$ cat config.mk
export PLATFORM = sky130hd
export DESIGN_NAME = median_win3x3_pipe
export DESIGN_NICKNAME = d
export VERILOG_FILES = /design/src/rtl/median_win3x3_pipe_pkg.sv /design/src/rtl/median_win3x3_pipe_sort3.sv /design/src/rtl/median_win3x3_pipe.sv
export SDC_FILE = /design/constraint.sdc
export NUM_CORES = 1
export LEC_CHECK = 0
export CORE_MARGIN = 4
export CORE_UTILIZATION = 30
export CTS_CLUSTER_DIAMETER = 100
export DETAILED_ROUTE_END_ITERATION = 8
export PLACE_DENSITY = 0.55
export SETUP_SLACK_MARGIN = 0.15
export SLEW_MARGIN = 0
export SYNTH_ARGS = -nofsm -noshare
export SYNTH_HDL_FRONTEND = slang
export SYNTH_SLANG_ARGS = --single-unit
$ cat constraint.sdc
create_clock -name i_clk -period 10.85 [get_ports i_clk]
set_input_delay 2.17 -clock i_clk [delete_from_list [all_inputs] [get_ports i_clk]]
set_output_delay 2.17 -clock i_clk [all_outputs]
set_load 0.005 [all_outputs]
$ cat src/rtl/median_win3x3_pipe_pkg.sv
// Shared definitions for the streaming 3x3 median filter.
//   - DATA_W_DEF : default pixel width (unsigned pixels)
//   - mode_e     : result selector encodings (2'b11 behaves as median)
//   - LO/MD/HI   : field indices of a sorted window column
//   - sat3_inc   : column counter increment saturating at 3
package median_win3x3_pipe_pkg;

  localparam int unsigned DATA_W_DEF = 8;

  typedef enum logic [1:0] {
    MODE_MED = 2'b00,
    MODE_MIN = 2'b01,
    MODE_MAX = 2'b10
  } mode_e;

  localparam int unsigned LO = 0;
  localparam int unsigned MD = 1;
  localparam int unsigned HI = 2;

  function automatic logic [1:0] sat3_inc(input logic [1:0] c);
    return (c == 2'd3) ? 2'd3 : c + 2'd1;
  endfunction

endpackage

$ cat src/rtl/median_win3x3_pipe_sort3.sv
// Combinational 3-input sorter.
//   i_a, i_b, i_c : unsigned inputs
//   o_lo, o_md, o_hi : ascending order of the inputs
// Strict '<' compares, so equal inputs never swap and ties are deterministic.
module median_win3x3_pipe_sort3 #(
  parameter int unsigned DATA_W = 8
) (
  input  logic [DATA_W-1:0] i_a,
  input  logic [DATA_W-1:0] i_b,
  input  logic [DATA_W-1:0] i_c,
  output logic [DATA_W-1:0] o_lo,
  output logic [DATA_W-1:0] o_md,
  output logic [DATA_W-1:0] o_hi
);

  logic [DATA_W-1:0] x_lo, x_hi, y_md;

  always_comb begin
    // order a/b, insert c against the larger, then settle the lower pair
    x_lo = i_a;
    x_hi = i_b;
    if (i_b < i_a) begin
      x_lo = i_b;
      x_hi = i_a;
    end
    y_md = x_hi;
    o_hi = i_c;
    if (i_c < x_hi) begin
      y_md = i_c;
      o_hi = x_hi;
    end
    o_lo = x_lo;
    o_md = y_md;
    if (y_md < x_lo) begin
      o_lo = y_md;
      o_md = x_lo;
    end
  end

endmodule

$ cat src/rtl/median_win3x3_pipe.sv
// Streaming 3x3 median/min/max filter, 3 register stages.
//   i_clk, i_rst_n          : clock, async active-low reset
//   i_in_valid / o_in_ready : column beat handshake
//   i_sol                   : start of line (beat is column 0)
//   i_mode                  : 00 median, 01 min, 10 max, 11 median
//   i_col                   : one window column, top row in the low bits
//   o_valid / i_out_ready   : result handshake, result held until accepted
//   o_data                  : filter result
// Stage A sorts each column and shifts the 3-column window, stage B reduces
// the sorted columns, stage C picks median (med of maxlo/medmd/minhi), min or max.
module median_win3x3_pipe
  import median_win3x3_pipe_pkg::*;
#(
  parameter int unsigned DATA_W = DATA_W_DEF
) (
  input  logic              i_clk,
  input  logic              i_rst_n,
  input  logic              i_in_valid,
  output logic              o_in_ready,
  input  logic              i_sol,
  input  logic [1:0]        i_mode,
  input  logic [3*DATA_W-1:0] i_col,
  output logic              o_valid,
  input  logic              i_out_ready,
  output logic [DATA_W-1:0] o_data
);

  typedef logic [2:0][DATA_W-1:0] col_t;

  logic              en;
  col_t              in_sorted;
  col_t              w0_q, w1_q, w2_q, w0_d, w1_d, w2_d;
  logic [1:0]        cnt_q, cnt_d, mode_a_q, mode_a_d, mode_b_q, mode_b_d;
  logic              va_q, va_d, vb_q, vb_d, valid_q, valid_d;
  logic [DATA_W-1:0] maxlo_q, maxlo_d, medmd_q, medmd_d, minhi_q, minhi_d;
  logic [DATA_W-1:0] minall_q, minall_d, maxall_q, maxall_d, data_q, data_d;
  logic [DATA_W-1:0] los_lo, los_hi, mds_md, his_lo, his_hi, med9;
  logic [DATA_W-1:0] los_md_unused, mds_lo_unused, mds_hi_unused;
  logic [DATA_W-1:0] his_md_unused, med_lo_unused, med_hi_unused;

  assign en         = ~valid_q | i_out_ready;
  assign o_in_ready = en;
  assign o_valid    = valid_q;
  assign o_data     = data_q;

  median_win3x3_pipe_sort3 #(.DATA_W(DATA_W)) u_sort_col (
    .i_a(i_col[DATA_W-1:0]), .i_b(i_col[2*DATA_W-1:DATA_W]), .i_c(i_col[3*DATA_W-1:2*DATA_W]),
    .o_lo(in_sorted[LO]), .o_md(in_sorted[MD]), .o_hi(in_sorted[HI]));

  median_win3x3_pipe_sort3 #(.DATA_W(DATA_W)) u_sort_los (
    .i_a(w0_q[LO]), .i_b(w1_q[LO]), .i_c(w2_q[LO]),
    .o_lo(los_lo), .o_md(los_md_unused), .o_hi(los_hi));

  median_win3x3_pipe_sort3 #(.DATA_W(DATA_W)) u_sort_mds (
    .i_a(w0_q[MD]), .i_b(w1_q[MD]), .i_c(w2_q[MD]),
    .o_lo(mds_lo_unused), .o_md(mds_md), .o_hi(mds_hi_unused));

  median_win3x3_pipe_sort3 #(.DATA_W(DATA_W)) u_sort_his (
    .i_a(w0_q[HI]), .i_b(w1_q[HI]), .i_c(w2_q[HI]),
    .o_lo(his_lo), .o_md(his_md_unused), .o_hi(his_hi));

  median_win3x3_pipe_sort3 #(.DATA_W(DATA_W)) u_sort_med (
    .i_a(maxlo_q), .i_b(medmd_q), .i_c(minhi_q),
    .o_lo(med_lo_unused), .o_md(med9), .o_hi(med_hi_unused));

  always_comb begin
    w0_d     = w0_q;
    w1_d     = w1_q;
    w2_d     = w2_q;
    cnt_d    = cnt_q;
    va_d     = va_q;
    mode_a_d = mode_a_q;
    maxlo_d  = maxlo_q;
    medmd_d  = medmd_q;
    minhi_d  = minhi_q;
    minall_d = minall_q;
    maxall_d = maxall_q;
    vb_d     = vb_q;
    mode_b_d = mode_b_q;
    data_d   = data_q;
    valid_d  = valid_q;
    if (en) begin
      if (i_in_valid) begin
        w0_d     = w1_q;
        w1_d     = w2_q;
        w2_d     = in_sorted;
        cnt_d    = i_sol ? 2'd1 : sat3_inc(cnt_q);
        va_d     = (cnt_d == 2'd3);
        mode_a_d = i_mode;
      end else begin
        va_d = 1'b0;
      end
      maxlo_d  = los_hi;
      medmd_d  = mds_md;
      minhi_d  = his_lo;
      minall_d = los_lo;
      maxall_d = his_hi;
      vb_d     = va_q;
      mode_b_d = mode_a_q;
      if (mode_b_q == MODE_MIN)      data_d = minall_q;
      else if (mode_b_q == MODE_MAX) data_d = maxall_q;
      else                           data_d = med9;
      valid_d = vb_q;
    end
  end

  always_ff @(posedge i_clk or negedge i_rst_n) begin
    if (!i_rst_n) begin
      w0_q     <= '0;
      w1_q     <= '0;
      w2_q     <= '0;
      cnt_q    <= '0;
      va_q     <= 1'b0;
      mode_a_q <= '0;
    end else begin
      w0_q     <= w0_d;
      w1_q     <= w1_d;
      w2_q     <= w2_d;
      cnt_q    <= cnt_d;
      va_q     <= va_d;
      mode_a_q <= mode_a_d;
    end
  end

  always_ff @(posedge i_clk or negedge i_rst_n) begin
    if (!i_rst_n) begin
      maxlo_q  <= '0;
      medmd_q  <= '0;
      minhi_q  <= '0;
      minall_q <= '0;
      maxall_q <= '0;
      vb_q     <= 1'b0;
      mode_b_q <= '0;
    end else begin
      maxlo_q  <= maxlo_d;
      medmd_q  <= medmd_d;
      minhi_q  <= minhi_d;
      minall_q <= minall_d;
      maxall_q <= maxall_d;
      vb_q     <= vb_d;
      mode_b_q <= mode_b_d;
    end
  end

  always_ff @(posedge i_clk or negedge i_rst_n) begin
    if (!i_rst_n) begin
      data_q  <= '0;
      valid_q <= 1'b0;
    end else begin
      data_q  <= data_d;
      valid_q <= valid_d;
    end
  end

endmodule

[Yosys cells after proc, flatten, opt, wreduce, memory -nomap -nowiden]
Index checks and enable logic that the tools add are counted.
Cells by class
  reduce and logical (&&, ||, !) cells: 1
  bitwise operators: 2
  add/sub/neg operators: 1
  multiplexer cells: 29
  equal/unequal tests: 4
  $lt $le $gt $ge: 15
Operators with widths (number)
  2-to-1 mux 8 bit: 26
  < comparator 8 bit: 15
  == test 2 bit (second input constant): 3
  2-to-1 mux 2 bit: 2
  adder 2 x 1 -> 2 bit (second input constant): 1
  == test 2 x 1 -> 1 bit (second input constant): 1
  AND reduction 2 bit: 1
  2-to-1 mux 1 bit: 1
  NOT 1 bit: 1
  bitwise OR 1 bit: 1
Storage, ports and cells
  output and inout bits: 10
  logic and storage cells: 73
  bits in registers: 129

[Longest topological paths before layout]
  word-level depth: 8
  depth in mapped cells: 30
  depth with buffers taken out: 28

[Cells and area by module]
Synthesis repeated with hierarchy kept, for this count alone.
Second synthesis, totals
  cells, all modules: 1239
  area, all modules: 11293.3 um2
Modules (own cells, without submodules)
  median_win3x3_pipe: area an instance 5231.3 um2, cells each 399, sequential area each 3228.1 um2, instances 1
  median_win3x3_pipe_sort3 at u_sort_col ...: area an instance 1234.9 um2, cells each 171, sequential area each 0.0 um2, instances 4
  median_win3x3_pipe_sort3 at u_sort_med: area an instance 1122.3 um2, cells each 156, sequential area each 0.0 um2, instances 1

[Least setup slack after synthesis]
OpenSTA, ideal clock, no wires.
  path type: input -> register
  from: in i_col[1]
  to: reg w2_q[0] (netlist bit)
  stages on the path: 25
  slack: 3.688 ns
  data arrival time: 7.029 ns
  required time: 10.718 ns
  path through: inv_1 -> ha_1 -> a21o_1 -> a21oi_1 -> o21ai_1 -> o41a_1 -> buf_6 -> clkbuf_1 -> a21oi_1 -> ha_1 -> a21o_1 -> a21o_1 -> a21oi_1 -> o211ai_1 -> o21ai_1 -> clkbuf_1 -> mux2i_2 -> ha_1 -> nor2b_1 -> o21ai_0 -> o21ai_0 -> nor3_4 -> buf_8 -> mux2i_1 -> o21ai_1
Between the ends
  cells in the longest elaborated chain, start to end: 6
  elaborated cells on any way between the ends: 7
  those cells by class: order compare (3); mux (4)
RTL lines
  from (decl): RTL line median_win3x3_pipe.sv:22  | input logic [3*DATA_W-1:0] i_col,
  < comparator 8 bit: RTL line median_win3x3_pipe_sort3.sv:22  | if (i_b < i_a) begin
  2-to-1 mux 8 bit: RTL line median_win3x3_pipe_sort3.sv:22
  < comparator 8 bit: RTL line median_win3x3_pipe_sort3.sv:28  | if (i_c < x_hi) begin
  2-to-1 mux 8 bit: RTL line median_win3x3_pipe_sort3.sv:28
  < comparator 8 bit: RTL line median_win3x3_pipe_sort3.sv:34  | if (y_md < x_lo) begin
  2-to-1 mux 8 bit *: RTL line median_win3x3_pipe_sort3.sv:34
  to (signal assigned): RTL line median_win3x3_pipe.sv:118  | w2_q <= w2_d;
  to (decl): RTL line median_win3x3_pipe.sv:32  | col_t w0_q, w1_q, w2_q, w0_d, w1_d, w2_d;
Mark *: on every way between the ends. The rest lies on a longest branch, timed or not.
A chain may end at the register's enable or synchronous reset.

[Worst setup path in the final report]
  from: in i_col[1]
  to: reg w2_q[2] (netlist bit)
The elaborated chain is that of the path after synthesis.

==> metrics.cfg <==
[global_routing]
grt.overflow.total=0
grt_pass1_wl_mm=40.7
grt_max_degree=78
track_usage_pct=14.0
antenna_found_initial=0
grt_pass1_vias=7886

[synth]
yosys_register_bits=129
synth_edf_count=0
synth_top_flop_cell=dfrtp_1
synth.distinct_cells=52
synth_area_per_cell_um2=8.28
synthCells=1181
synth_area_mm2=0.00978
synth_seq_area_share_pct=33.0
ys_warn_count=0
syn_nets=1317
ys_async_sr_fraction_pct=100

[sta]
fin_setup_tns_ps=0
worstMarginPinSlew_ps=1160
fin_skew_ps=11.3
fmax_mhz=126
drv_slew=0
hold_viol_final=0
min_period_ps=7910
period_share_pct=72.9
rsz0062_at_grt=no
setup_viol=0
slew-limit-headroom_pct=22.7

[critical_path]
r2r-end=minall_q[0]$_DFFE_PN0N_
reg2reg_depth=28
startpoint_type=primary input
crit_slowest_cell=nor3_4
crit_required_ps=11120
crit_arrival_ps=8190
crit_chain=clkdlybuf4s50_1 > inv_1 > ha_1 > a21o_1 > a21oi_1 > o21ai_1 > o41a_1 > a21oi_1 > ha_1 > a21o_1 > a21o_1 > a21oi_1 > o211ai_1 > o21ai_1 > buf_4 > mux2i_1 > ha_1 > a21oi_1 > nor2b_1 > o21ai_0 > o21ai_0 > nor3_4 > mux2i_1 > o21ai_1
crit_path_max_fanout=26
worst-r2r-setup-slack_ps=4420
r2r_start=w1_q[1]$_DFFE_PN0P_
crit_end=w2_q[2]$_DFFE_PN0P_
crit_path_start=i_col[1]
path_class=primary input to flop
crit_path_end_kind=flop
max_stage_delay_ps=760
worst-path-buf-inv=3
cpLargestDelayFamily=compound AO/OA/AOI/OAI gates
crit_cells=24
crit_top_cell=a21oi_1

[run]
maxCapViolCount=0

[floorplan]
die_w_um=189
ios=41
die_h_um=189
die_area_mm2=0.0356
rows=65
initial_utilization_pct=30.7
core_area_mm2=0.0319

[route]
wire_per_inst_um=14.8
wl_met3_um=798
remaining_drc_errors=0
vias_per_cell=4.91
wl_met2_mm=10.7
vias=8081
dr.pass1.iters=4
totalWireLength_mm=24.4
wl_met1_mm=12.3
ant_nets=0
top_layer_used=met4
drtIter0Drc=466

[status]
outcome=finished clean

[clock_tree]
cts_hold_buf=0
root_buffer=clkbuf_16
clock_latency_ps=430
cts_tree=built
clock_sinks=129
htreeDepth=4
postCtsSetupBuffers=0
cts_inserted_buffers=17
max-clock-path-buffers=2
cts_resized=0
clk_pin_slew_ps=70

[final_layout]
drive_above_1_share_pct=6.94
final_common_cell=nand2_1
syn2layout_area_growth_pct=14.6
nNetsFinal=1334
fillers=3332
register_area_mm2=0.00323
largestRegisters=w0_q: 24 flops, w1_q: 24 flops, w2_q: 24 flops
layout_common_cells=nand2_1 (192), dfrtp_1 (129), inv_1 (105), ha_1 (105), mux2i_1 (96)
multi_input_area_mm2=0.00595
diodes=0

[placement]
hpwl_mm=18.1
numPortBuffers=40
finalWeightedCongestion=0.817

[min_path]
hold_class=flop to flop

==> through the flow <==
step                      cell area, µm²  hold slack, ps  setup WS, ps  utilization [%]  cells
after floorplan                     9780             430          3690                -   1181
after global placement             10600             445          2600             33.3   1614
after detailed placement           10600             457          2430             33.3   1614
after CTS                          11200             462          2910             35.2   1646
after global routing               11200             473          2310             35.2   1646
final                              11200             455          2940             35.2   1646
==> cell type report <==
cell class | instances | area share [%]
Sequential cell | 129 | 28.8
Tap cell | 435 | 4.86
Inverter | 106 | 3.55
Timing Repair Buffer | 53 | 4.45
Clock inverter | 14 | 1.41
Clock buffer | 18 | 3.83
Multi-Input combinational cell | 891 | 53.1
==> layer usage <==
metal	GRT usage (%)	vias to the layer above
li1	-	4140
met5	0	-
met1	19.4	3766
met2	22.6	138
met4	4.12	0
met3	2.32	37
==> Yosys cell counts, drive strengths merged, types with 13 or more instances <==
cell,n,share of area (%)
dfrtp,129,33
o21ai,112,5.7
nand2b,18,1.2
a21o,32,2.5
mux2,27,3.1
nor2,90,3.5
nand3,14,0.72
nand2,193,7.4
a31oi,17,1.1
a21oi,83,4.3
inv,105,4.0
mux2i,97,10
clkbuf,44,1.7
nor3,13,0.78
a22oi,14,1.1
ha,105,13
==> worst min path at each step <==
stage | from | to | cells after the start
floorplan | vb_q$_DFFE_PN0N_ | vb_q$_DFFE_PN0N_ | 2
global placement | vb_q$_DFFE_PN0N_ | vb_q$_DFFE_PN0N_ | 2
detailed placement | vb_q$_DFFE_PN0N_ | o_valid$_DFFE_PN0N_ | 1
CTS | vb_q$_DFFE_PN0N_ | o_valid$_DFFE_PN0N_ | 1
global route | vb_q$_DFFE_PN0N_ | o_valid$_DFFE_PN0N_ | 1
finish | vb_q$_DFFE_PN0N_ | o_valid$_DFFE_PN0N_ | 1
==> cells by family after synthesis <==
| family | Yosys count | synth area share (%) |
|---|---|---|
| simple gates | 359 | 15.6 |
| mux | 124 | 13.1 |
| buf+inv | 161 | 6.44 |
| compound gates | 303 | 18.4 |
| flops | 129 | 33.0 |
| fa+ha+maj | 105 | 13.4 |
Power is not shown: default switching activity piles up to over one toggle a cycle in this logic, so the estimate is an artifact.
